**src/rtl/fp_multiplier.sv**
```systemverilog
// fp_multiplier: IEEE-754 binary32 multiplier with one registered output stage
// ports: clk (rising-edge clock), reset (asynchronous, active-high; clears result),
//        a, b (binary32 operands, sampled every edge), result (registered a*b, 1-cycle latency)
// build macro FP_MUL_ROUND_EN: defined -> round-to-nearest-even, undefined -> round-toward-zero
module fp_multiplier (
    input  logic        clk,
    input  logic        reset,
    input  logic [31:0] a,
    input  logic [31:0] b,
    output logic [31:0] result
);
`ifdef FP_MUL_ROUND_EN
    localparam logic rne = 1'b1;
`else
    localparam logic rne = 1'b0;
`endif
    logic s, a_zero, b_zero, a_inf, b_inf, a_nan, b_nan, g, st, inc, carry;
    logic [47:0] p;
    logic [22:0] frac, fr;
    logic signed [9:0] e0, e1;
    logic [31:0] nxt;
    always_comb begin
        s = a[31] ^ b[31];
        a_zero = a[30:23] == 8'd0;
        b_zero = b[30:23] == 8'd0;
        a_inf = (a[30:23] == 8'hFF) && (a[22:0] == 23'd0);
        b_inf = (b[30:23] == 8'hFF) && (b[22:0] == 23'd0);
        a_nan = (a[30:23] == 8'hFF) && (a[22:0] != 23'd0);
        b_nan = (b[30:23] == 8'hFF) && (b[22:0] != 23'd0);
        p = {24'd0, 1'b1, a[22:0]} * {24'd0, 1'b1, b[22:0]};
        // 10-bit signed exponent so overflow and underflow never wrap before the range checks
        e0 = 10'(a[30:23]) + 10'(b[30:23]) - 10'd127 + 10'(p[47]);
        frac = p[47] ? p[46:24] : p[45:23];
        g = p[47] ? p[23] : p[22];
        st = p[47] ? |p[22:0] : |p[21:0];
        inc = rne & g & (st | frac[0]);
        // an all-ones fraction that rounds up wraps to zero and bumps the exponent
        {carry, fr} = {1'b0, frac} + 24'(inc);
        e1 = e0 + 10'(carry);
        nxt = (a_nan | b_nan | (a_inf & b_zero) | (b_inf & a_zero)) ? 32'h7FC0_0000 :
              (a_inf | b_inf)   ? {s, 8'hFF, 23'h0} :
              (a_zero | b_zero) ? {s, 31'h0} :
              (e1 >= 10'sd255)  ? {s, 8'hFF, 23'h0} :
              (e1 <= 10'sd0)    ? {s, 31'h0} :
                                  {s, e1[7:0], fr};
    end
    always_ff @(posedge clk or posedge reset)
        if (reset) result <= 32'h0;
        else result <= nxt;
endmodule

```
**config.mk**
```make
export PLATFORM = sky130hd
export DESIGN_NAME = fp_multiplier
export DESIGN_NICKNAME = d
export VERILOG_FILES = /design/src/rtl/fp_multiplier.sv
export SDC_FILE = /design/constraint.sdc
export NUM_CORES = 1
export LEC_CHECK = 0
export ABC_CLOCK_PERIOD_IN_PS = 1300
export CAP_MARGIN = 20
export CORE_UTILIZATION = 65
export CTS_CLUSTER_SIZE = 16
export DETAILED_ROUTE_END_ITERATION = 7
export GPL_TIMING_DRIVEN = 0
export PLACE_DENSITY = 0.95
export RECOVER_POWER = 50
export REMOVE_ABC_BUFFERS = 1
export SYNTH_ARGS = -nofsm -noshare
export SYNTH_HDL_FRONTEND = slang
export SYNTH_SLANG_ARGS = --single-unit
```
**constraint.sdc**
```tcl
create_clock -name clk -period 1.3 [get_ports clk]
set_input_delay 0.13 -clock clk [delete_from_list [all_inputs] [get_ports clk]]
set_output_delay 0.13 -clock clk [all_outputs]
set_load 0.005 [all_outputs]
```
== Yosys cells after proc, flatten, opt, wreduce, memory -nomap -nowiden ==
Index checks and enable logic that the tools add are counted.
Cells by class
  $add $sub $neg: 3
  multipliers: 1
  magnitude comparators: 2
  eq/ne operators: 2
  multiplexer cells: 6
  bitwise operators: 8
  reduce and logical (&&, ||, !) cells: 10
Operators with widths (number)
  2-to-1 mux 31 bit: 4
  multiplier 24 x 24 -> 48 bit: 1
  zero test 23 bit: 2
  nonzero test 23 bit: 2
  2-to-1 mux 32 bit: 1
  2-to-1 mux 23 bit: 1
  equality test 8 bit, second input constant: 2
  zero test 8 bit: 2
  adder 10 x 1 -> 10 bit: 1
  greater-or-equal comparator 10 x 9 -> 1 bit, second input constant: 1
  <= comparator 10 x 1 -> 1 bit, second input constant: 1
  subtractor 9 x 7 -> 10 bit, second input constant: 1
  adder 8 x 8 -> 9 bit: 1
  OR 1 bit: 5
  logical AND 1 bit: 4
  bitwise AND 1 bit: 2
  XOR 1 bit: 1
Storage, ports and cells
  flip-flop bits (word level): 32
  logic and storage cells: 33

== Longest topological paths before layout ==
Gate-level depths: netlist of the first run.
  depth in word-level cells: 9
  depth in mapped cells: 41
  depth with buffers taken out: 38

== Worst setup path after synthesis of the first run ==
Ideal clock, no wire load.
  path kind: input to register
  start: in b[3]
  end: reg result[12]
  setup time: 0.132 ns
  arrival: 8.769 ns
  required time: 1.168 ns
  slack: -7.601 ns
  stages: 41
  cells stage by stage: clkbuf_1 -> nand2_1 -> fa_1 -> inv_1 -> fa_1 -> inv_1 -> fa_1 -> inv_1 -> fa_1 -> inv_1 -> fa_1 -> inv_1 -> fa_1 -> inv_1 -> fa_1 -> inv_1 -> ha_1 -> a21oi_1 -> (+5 left out) -> o21a_4 -> xnor2_4 -> buf_8 -> xor2_1 -> ha_1 -> inv_1 -> fa_1 -> nor2b_1 -> o21a_1 -> o21ai_0 -> a22oi_1 -> xor2_1 -> nor2_1 -> nor4b_1 -> nor3_2 -> nand2b_1 -> clkbuf_1 -> nor2_1
On the way
  word-level cells in the longest chain between the ends: 8
  elaborated cells between the ends (all ways): 19
  classes of those cells: 1 x add/sub; 1 x mul; 2 x order compare; 6 x mux; 5 x bitwise; 4 x reduce/logical
Ends and longest elaborated chain
  start: declaration: RTL line 9  | input logic [31:0] b,
  multiplier 24 x 24 -> 48 bit: RTL line 30  | p = {24'd0, 1'b1, a[22:0]} * {24'd0, 1'b1, b[22:0]};
  adder 10 x 1 -> 10 bit: RTL line 32  | e0 = 10'(a[30:23]) + 10'(b[30:23]) - 10'd127 + 10'(p[47]);
  <= comparator 10 x 1 -> 1 bit: RTL line 44  | (e1 <= 10'sd0) ? {s, 31'h0} :
  2-to-1 mux 31 bit: RTL line 44
  2-to-1 mux 31 bit: RTL line 43  | (e1 >= 10'sd255) ? {s, 8'hFF, 23'h0} :
  2-to-1 mux 31 bit: RTL line 42  | (a_zero | b_zero) ? {s, 31'h0} :
  2-to-1 mux 31 bit: RTL line 41  | (a_inf | b_inf) ? {s, 8'hFF, 23'h0} :
  2-to-1 mux 32 bit *: RTL line 40  | nxt = (a_nan | b_nan | (a_inf & b_zero) | (b_inf & a_zero)) ? 32'h7FC0_0000 :
  via nxt[12]: RTL line 21  | logic [31:0] nxt;
  end signal: assignment: RTL line 49  | else result <= nxt;
  end: declaration: RTL line 10  | output logic [31:0] result
The timed path passes the listed nets; every way through them passes the cells marked *.

== Final worst setup path of the first run ==
  start: in b[8]
  end: reg result[20]
Same word-level chain as after synthesis.

==> qor_table.md, run 1 <==
| Item | Reported | Unit |
| --- | --- | --- |
| Status | complete, but fails checks | - |
| Failing checks | DRC, setup timing | - |
| Cell types occupying the most area after synthesis | fa_1 48%, ha_1 11%, inv_1 11% | - |
| Global placer's final weighted congestion | 0.9374 | - |
| CTS Buf Count | 5 | - |
| Initial core utilization | 0.6607 | - |
| Worst path top cell family by delay | adder cells | - |
| Number of primary I/O pins | 98 | - |
| Final Instance Area | 23490 | µm² |
| Arrival @ worst endpoint | 9.37 | ns |
| Count of antenna-violating nets left after detailed routing | 0 | - |
| Router iterations before antenna repair | 8 | - |
| Vias in the first global route | 20550 | - |
| Max reg flops | 32 | - |
| Largest net degree at the start of global routing | 26 | - |
| Pins Over Slew Limit | 0 | - |
| Category of the critical setup timing path | input port to register | - |
| Part of the cycle the worst path needs | 7.037 | - |
| Post-detailed-routing wire length | 72280 | µm |
| Clock tree from TritonCTS | done | - |
| Maximum Capacitance Violations | 0 | - |
| Post-place setup slack | -11.08 | ns |
| Final standard cell count with taps included and fillers excluded | 2801 | - |
| Via count | 18310 | - |
| Overall track demand over capacity in global routing | 0.4702 | - |
| Biggest register | result | - |
| Post-route minimum period | 9.148 | ns |
| Share of the synthesized area in the top cell type | 0.4774 | - |
| Global route overflow | 0 | - |
| Maximum level of the CTS H-tree | 2 | - |
| Largest stage delay, worst path | 0.78 | ns |
| Fraction of final layout cells sized beyond drive strength 1 | 0.1210 | - |
| Worst path setup slack after routing | -7.848 | ns |
| Total number of clock tree sinks | 32 | - |
| Wire length of the first global-routing pass | 109600 | µm |
| Biggest area consumer among synthesized cells | fa_1 | - |
| Placeable core region | 30590 | µm² |
| Top cell by count, worst path | fa_1 | - |
| Count of distinct cell types in the synthesized netlist | 62 | - |
| Row count | 64 | - |
| Height of the die | 178.3 | µm |
| Overall die area | 31800 | µm² |
| Synthesis-to-finish area growth | 16.22 | % |
| Die X-Extent | 178.3 | µm |
| Final setup violation count | 32 | - |
| Number of remaining DRC errors | 13 | - |
| Cell Area, Placed | 21600 | µm² |
| Area of the mapped netlist | 20210 | µm² |
| Yosys reg bits | 32 | - |
| Synthesized area per cell | 8.849 | µm² |
| Detailed router's first-iteration violation count | 2415 | - |
| Final Net Count | 3128 | - |
| Sequential area share after synthesis | 0.03962 | - |
| Sort of element at the end of the critical path | register | - |
| Cell with the largest stage delay on the worst path | fa_2 | - |
| Total placed cells including tap cells | 2695 | - |
| Routed vias/inst | 6.538 | - |
| Clock root buffer master | clkbuf_16 | - |
| Share of synthesized registers carrying an async set or reset | 1.000 | - |
| Estimated wirelength of the detail-placed design | 44850 | µm |
| Detail-routed net length per standard cell | 25.80 | µm |
| Post-synthesis instance total | 2284 | - |
| Longest Clk Path Bufs | 2 | - |
| Maximum operating frequency | 109.3 | MHz |
| EDFF count, synth | 0 | - |
| RSZ-0062 raised after global routing | true | - |
| Sort of element at the start of the critical path | input port | - |
| Dominant synthesized flop cell | dfrtp_1 | - |
| Pin slew with the least headroom to its limit | 1.150 | ns |
| Final Hold Vio Count | 0 | - |
| Largest registers ranked by flip-flop count | result: 32 flops | - |
| Crit Path Max Fanout | 17 | - |
| Clock-pin slew on the worst setup and hold paths | 0.06 | ns |
| Class of the worst hold path | input port to asynchronous set/reset pin | - |
| Buf/Inv on CP | 13 | - |
| PortBufs | 97 | - |
| Data required time of the critical path | 1.52 | ns |
| Initial antenna violation count | 11 | - |
| Relative slew margins | 0.2293 | - |
| YS warnings | 0 | - |
## final timing paths
check	cells past startpoint	from	end	slack, ns
min	2	reset	result[31]	0.26
min in group clk	3	a[31]	result[31]	0.45
max	40	b[8]	result[20]	-7.85
max in group asynchronous	3	reset	result[6]	0.12
## metal layers
layer | track usage | wire (µm)
met5 | 0.01603 | 128
met4 | 0.3948 | 8125
met3 | 0.2455 | 11670
met2 | 0.7101 | 31960
met1 | 0.4799 | 20400
## cell usage after synthesis, types with 2 or more instances
cell,count
a2111oi_0,2
a211oi_1,4
a21o_1,15
a21o_2,3
a21oi_1,52
a221o_1,2
a22oi_1,2
a31oi_1,4
a41oi_1,3
and2_1,219
and3_1,5
and4_1,2
buf_1,2
clkbuf_1,91
clkinv_1,2
dfrtp_1,32
fa_1,482
ha_1,184
inv_1,576
mux2i_1,22
nand2_1,322
nand2b_1,6
nand3_1,10
nand4_1,14
nand4b_1,3
nor2_1,85
nor2b_1,5
nor3_1,10
nor4_1,17
o211ai_1,6
o21a_1,3
o21ai_0,35
o21bai_1,4
xnor2_1,22
xor2_1,11
## placed cells by master, fill, tap and decap left out, types with 32 or more instances in the layout
cell | synthesis | routed
fa_1 | 482 | 471
nand2_1 | 322 | 318
dfrtp_1 | 32 | 32
clkdlybuf4s50_1 | 0 | 44
nor2_1 | 85 | 56
buf_4 | 0 | 74
ha_1 | 184 | 171
a21oi_1 | 52 | 43
and2_1 | 219 | 209
inv_1 | 576 | 557
## stage by stage
stage | hold WS, ns | setup TNS [ns] | util
3_5_place_dp | 0.4727 | -336.71 | 0.7061
6_report | 0.2550 | -238.31 | 0.7679
5_1_grt | 0.2998 | -246.98 | 0.7673
3_3_place_gp | 0.7542 | -336.24 | 0.6959
4_1_cts | 0.1766 | -220.97 | 0.7571
2_1_floorplan | 0.2462 | -233.31 | -
## logic make-up after synthesis
kind of cell / synth area share
xor+xnor: 0.01566
fa+ha+maj: 0.5913
buf+inv: 0.1266
mux: 0.01090
simple gates: 0.1677
compound gates: 0.04816
flops: 0.03962
## area by class of cell
cell class,count,area [µm²]
clock buffers,6,128.9
repair buffers,197,2362
well taps,396,495.5
fillers,1726,7101
inverters,578,2218
multi-input cells,1582,17430
diodes,8,20.02
clock inverters,2,35.03
flip-flops and latches,32,800.8
## repair_timing
item | 4_1_cts | 5_1_grt
hold buffers | 0 | 0
cloned | 6 | 2
endpoints found under the setup margin | 32 | 38
pin swaps | 74 | 46
buffers inserted | 71 | 12
resized for setup | 484 | 63
Power of run 1 is left out: the tool's default activity adds up to more than one toggle a clock period on the data nets, which glitch-free logic cannot reach.
==> run 2, diff against run 1 <==
--- a/config.mk
+++ b/config.mk
@@ -7,13 +7,15 @@
 export LEC_CHECK = 0
 export ABC_CLOCK_PERIOD_IN_PS = 1300
 export CAP_MARGIN = 20
-export CORE_UTILIZATION = 65
+export CORE_UTILIZATION = 45
 export CTS_CLUSTER_SIZE = 16
 export DETAILED_ROUTE_END_ITERATION = 7
 export GPL_TIMING_DRIVEN = 0
-export PLACE_DENSITY = 0.95
+export PLACE_DENSITY = 0.72
 export RECOVER_POWER = 50
 export REMOVE_ABC_BUFFERS = 1
+export SLEW_MARGIN = 5
 export SYNTH_ARGS = -nofsm -noshare
 export SYNTH_HDL_FRONTEND = slang
 export SYNTH_SLANG_ARGS = --single-unit
+export TNS_END_PERCENT = 10
==> run 2 against run 1 <==
The run ends with setup timing left. Core utilization fell by 23 points. First-iteration DRC count decreased by 52%. Sequential cell count did not move. Largest cell class unchanged. Critical endpoint is now result[22]. Wire length is 17% lower.
==> qor_table.md, run 2 (same netlist as run 1, synthesis figures left out) <==
| Item | Reported | Unit | Delta |
| --- | --- | --- | --- |
| Clock-pin slew on the worst setup and hold paths | 0.06 | ns | about the same |
| Commonest cells after routing, fill and taps aside | 560 x inv_1, 468 x fa_1, 320 x nand2_1 | - |  |
| Relative slew margins | 0.2712 | - | +0.04185 |
| Maximum operating frequency | 117.2 | MHz | +7.2% |
| Height of the die | 213.9 | µm | +20% |
| Router iterations before antenna repair | 7 | - | -1 |
| Part of the cycle the worst path needs | 6.566 | - | -0.4713 |
| Clock tree from TritonCTS | done | - |  |
| Fraction of final layout cells sized beyond drive strength 1 | 0.1113 | - | -0.009643 |
| Class of the worst hold path | input port to asynchronous set/reset pin | - |  |
| Post-detailed-routing wire length | 59980 | µm | -17% |
| Largest stage delay, worst path | 0.54 | ns | -0.24 ns |
| Sort of element at the end of the critical path | register | - |  |
| Failing checks | setup timing | - |  |
| Total number of clock tree sinks | 32 | - | unchanged |
| Global route overflow | 0 | - | unchanged |
| Row count | 77 | - | +20% |
| Number of remaining DRC errors | 0 | - | -13 |
| Quantity of hold-fixing buffers added after cts | 0 | - | unchanged |
| Largest registers ranked by flip-flop count | result: 32 flops | - |  |
| Pin slew with the least headroom to its limit | 1.088 | ns | -0.06247 ns |
| Overall track demand over capacity in global routing | 0.2687 | - | -0.2016 |
| Routed vias/inst | 5.440 | - | -17% |
| Biggest register | result | - |  |
| Detailed router's first-iteration violation count | 1160 | - | -52% |
| Wire length of the first global-routing pass | 96310 | µm | -12% |
| Vias in the first global route | 17990 | - | -12% |
| Category of the critical setup timing path | input port to register | - |  |
| Worst path setup slack after routing | -7.235 | ns | +0.6127 ns |
| Longest Clk Path Bufs | 2 | - | unchanged |
| Arrival @ worst endpoint | 8.70 | ns | -0.67 ns |
| Final Net Count | 3138 | - | +0.32% |
| Die X-Extent | 213.9 | µm | +20% |
| Max reg flops | 32 | - | unchanged |
| RSZ-0062 raised after global routing | true | - |  |
| Cell with the largest stage delay on the worst path | fa_1 | - |  |
| Estimated wirelength of the detail-placed design | 44710 | µm | -0.32% |
| Synthesis-to-finish area growth | 18.02 | % |  |
| Sort of element at the start of the critical path | input port | - |  |
| Detail-routed net length per standard cell | 19.99 | µm | -23% |
| Largest net degree at the start of global routing | 26 | - | unchanged |
| Clock root buffer master | clkbuf_16 | - |  |
| Data required time of the critical path | 1.47 | ns | -0.05 ns |
| TNS Setup | -219.33 | ns | +18.97 ns |
| Maximum level of the CTS H-tree | 2 | - | unchanged |
| Number of primary I/O pins | 98 | - | unchanged |
| Initial antenna violation count | 3 | - | -8 |
| Global placer's final weighted congestion | 0.8816 | - | -6.0% |
| Placeable core region | 44220 | µm² | +45% |
| Via count | 16320 | - | -11% |
| Status | complete, but fails checks | - |  |
| Count of antenna-violating nets left after detailed routing | 0 | - | unchanged |
| Top cell by count, worst path | fa_1 | - |  |
| Worst hold margin | 0.3097 | ns | +0.05465 ns |
| Final setup violation count | 32 | - | unchanged |
| Maximum Capacitance Violations | 0 | - | unchanged |
| Crit Path Max Fanout | 25 | - | +8 |
| Most common cell after layout, fill and taps aside | inv_1 | - |  |
| Overall die area | 45760 | µm² | +44% |
| Initial core utilization | 0.4570 | - | -0.2037 |
| CTS Buf Count | 5 | - | unchanged |
| Pins Over Slew Limit | 0 | - | unchanged |
| Post-route minimum period | 8.535 | ns | -0.6127 ns |
| PortBufs | 97 | - | unchanged |
| Final Hold Vio Count | 0 | - | unchanged |
-- run 2: area by class of cell --
| type | count | area (µm²) |
|---|---|---|
| antenna | 1 | 2.502 |
| clock buffer | 5 | 125.1 |
| clock inverter | 3 | 18.77 |
| fill | 3795 | 20370 |
| inverter | 578 | 2221 |
| multi-input combinational | 1581 | 17320 |
| sequential | 32 | 800.8 |
| tap | 592 | 740.7 |
| timing repair buffer | 208 | 2623 |
-- run 2: path summary, 6_finish.rpt --
| kind | cells after the start | from | slack [ns] | to |
|---|---|---|---|---|
| setup / recovery | 41 | b[5] | -7.24 | result[22] |
| max in group asynchronous | 3 | reset | 0.26 | result[30] |
| min in group clk | 3 | a[31] | 0.47 | result[31] |
| hold / removal | 2 | reset | 0.31 | result[10] |
-- run 2: timing repair --
| item | 4_1_cts | 5_1_grt |
|---|---|---|
| buffers inserted | 63 | 11 |
| cloned | 9 | 1 |
| resized for setup | 439 | 46 |
| endpoints found under the setup margin | 32 | 36 |
| pin swaps | 70 | 19 |
-- run 2: through the flow --
stage	instance area (µm²)	setup slack [ns]	std cells	utilization
final	23850	-7.235	3000	0.5394
after detailed placement	22140	-11.01	2907	0.5007
after CTS	23610	-7.207	2987	0.5338
after global placement	21530	-10.77	2877	0.4869
after global routing	23850	-7.594	2999	0.5393
after floorplan	19820	-7.679	2188	-
-- run 2: layer usage --
layer / track usage / wire length [µm] / vias up
met1: 0.3311 / 22040 / 8347
met3: 0.05928 / 5604 / 221
met4: 0.1345 / 3429 / 4
li1: - / - / 6984
met5: 0 / 33 / -
met2: 0.4443 / 28880 / 765
-- run 2: worst max-delay path: cells and delay by family --
family | cells | cell delay (ns)
compound gates | 8 | 1.54
xor+xnor | 3 | 0.53
fa+ha+maj | 10 | 4.38
buf+inv | 11 | 0.92
simple gates | 9 | 1.19
Power of run 2 is left out for the same reason.
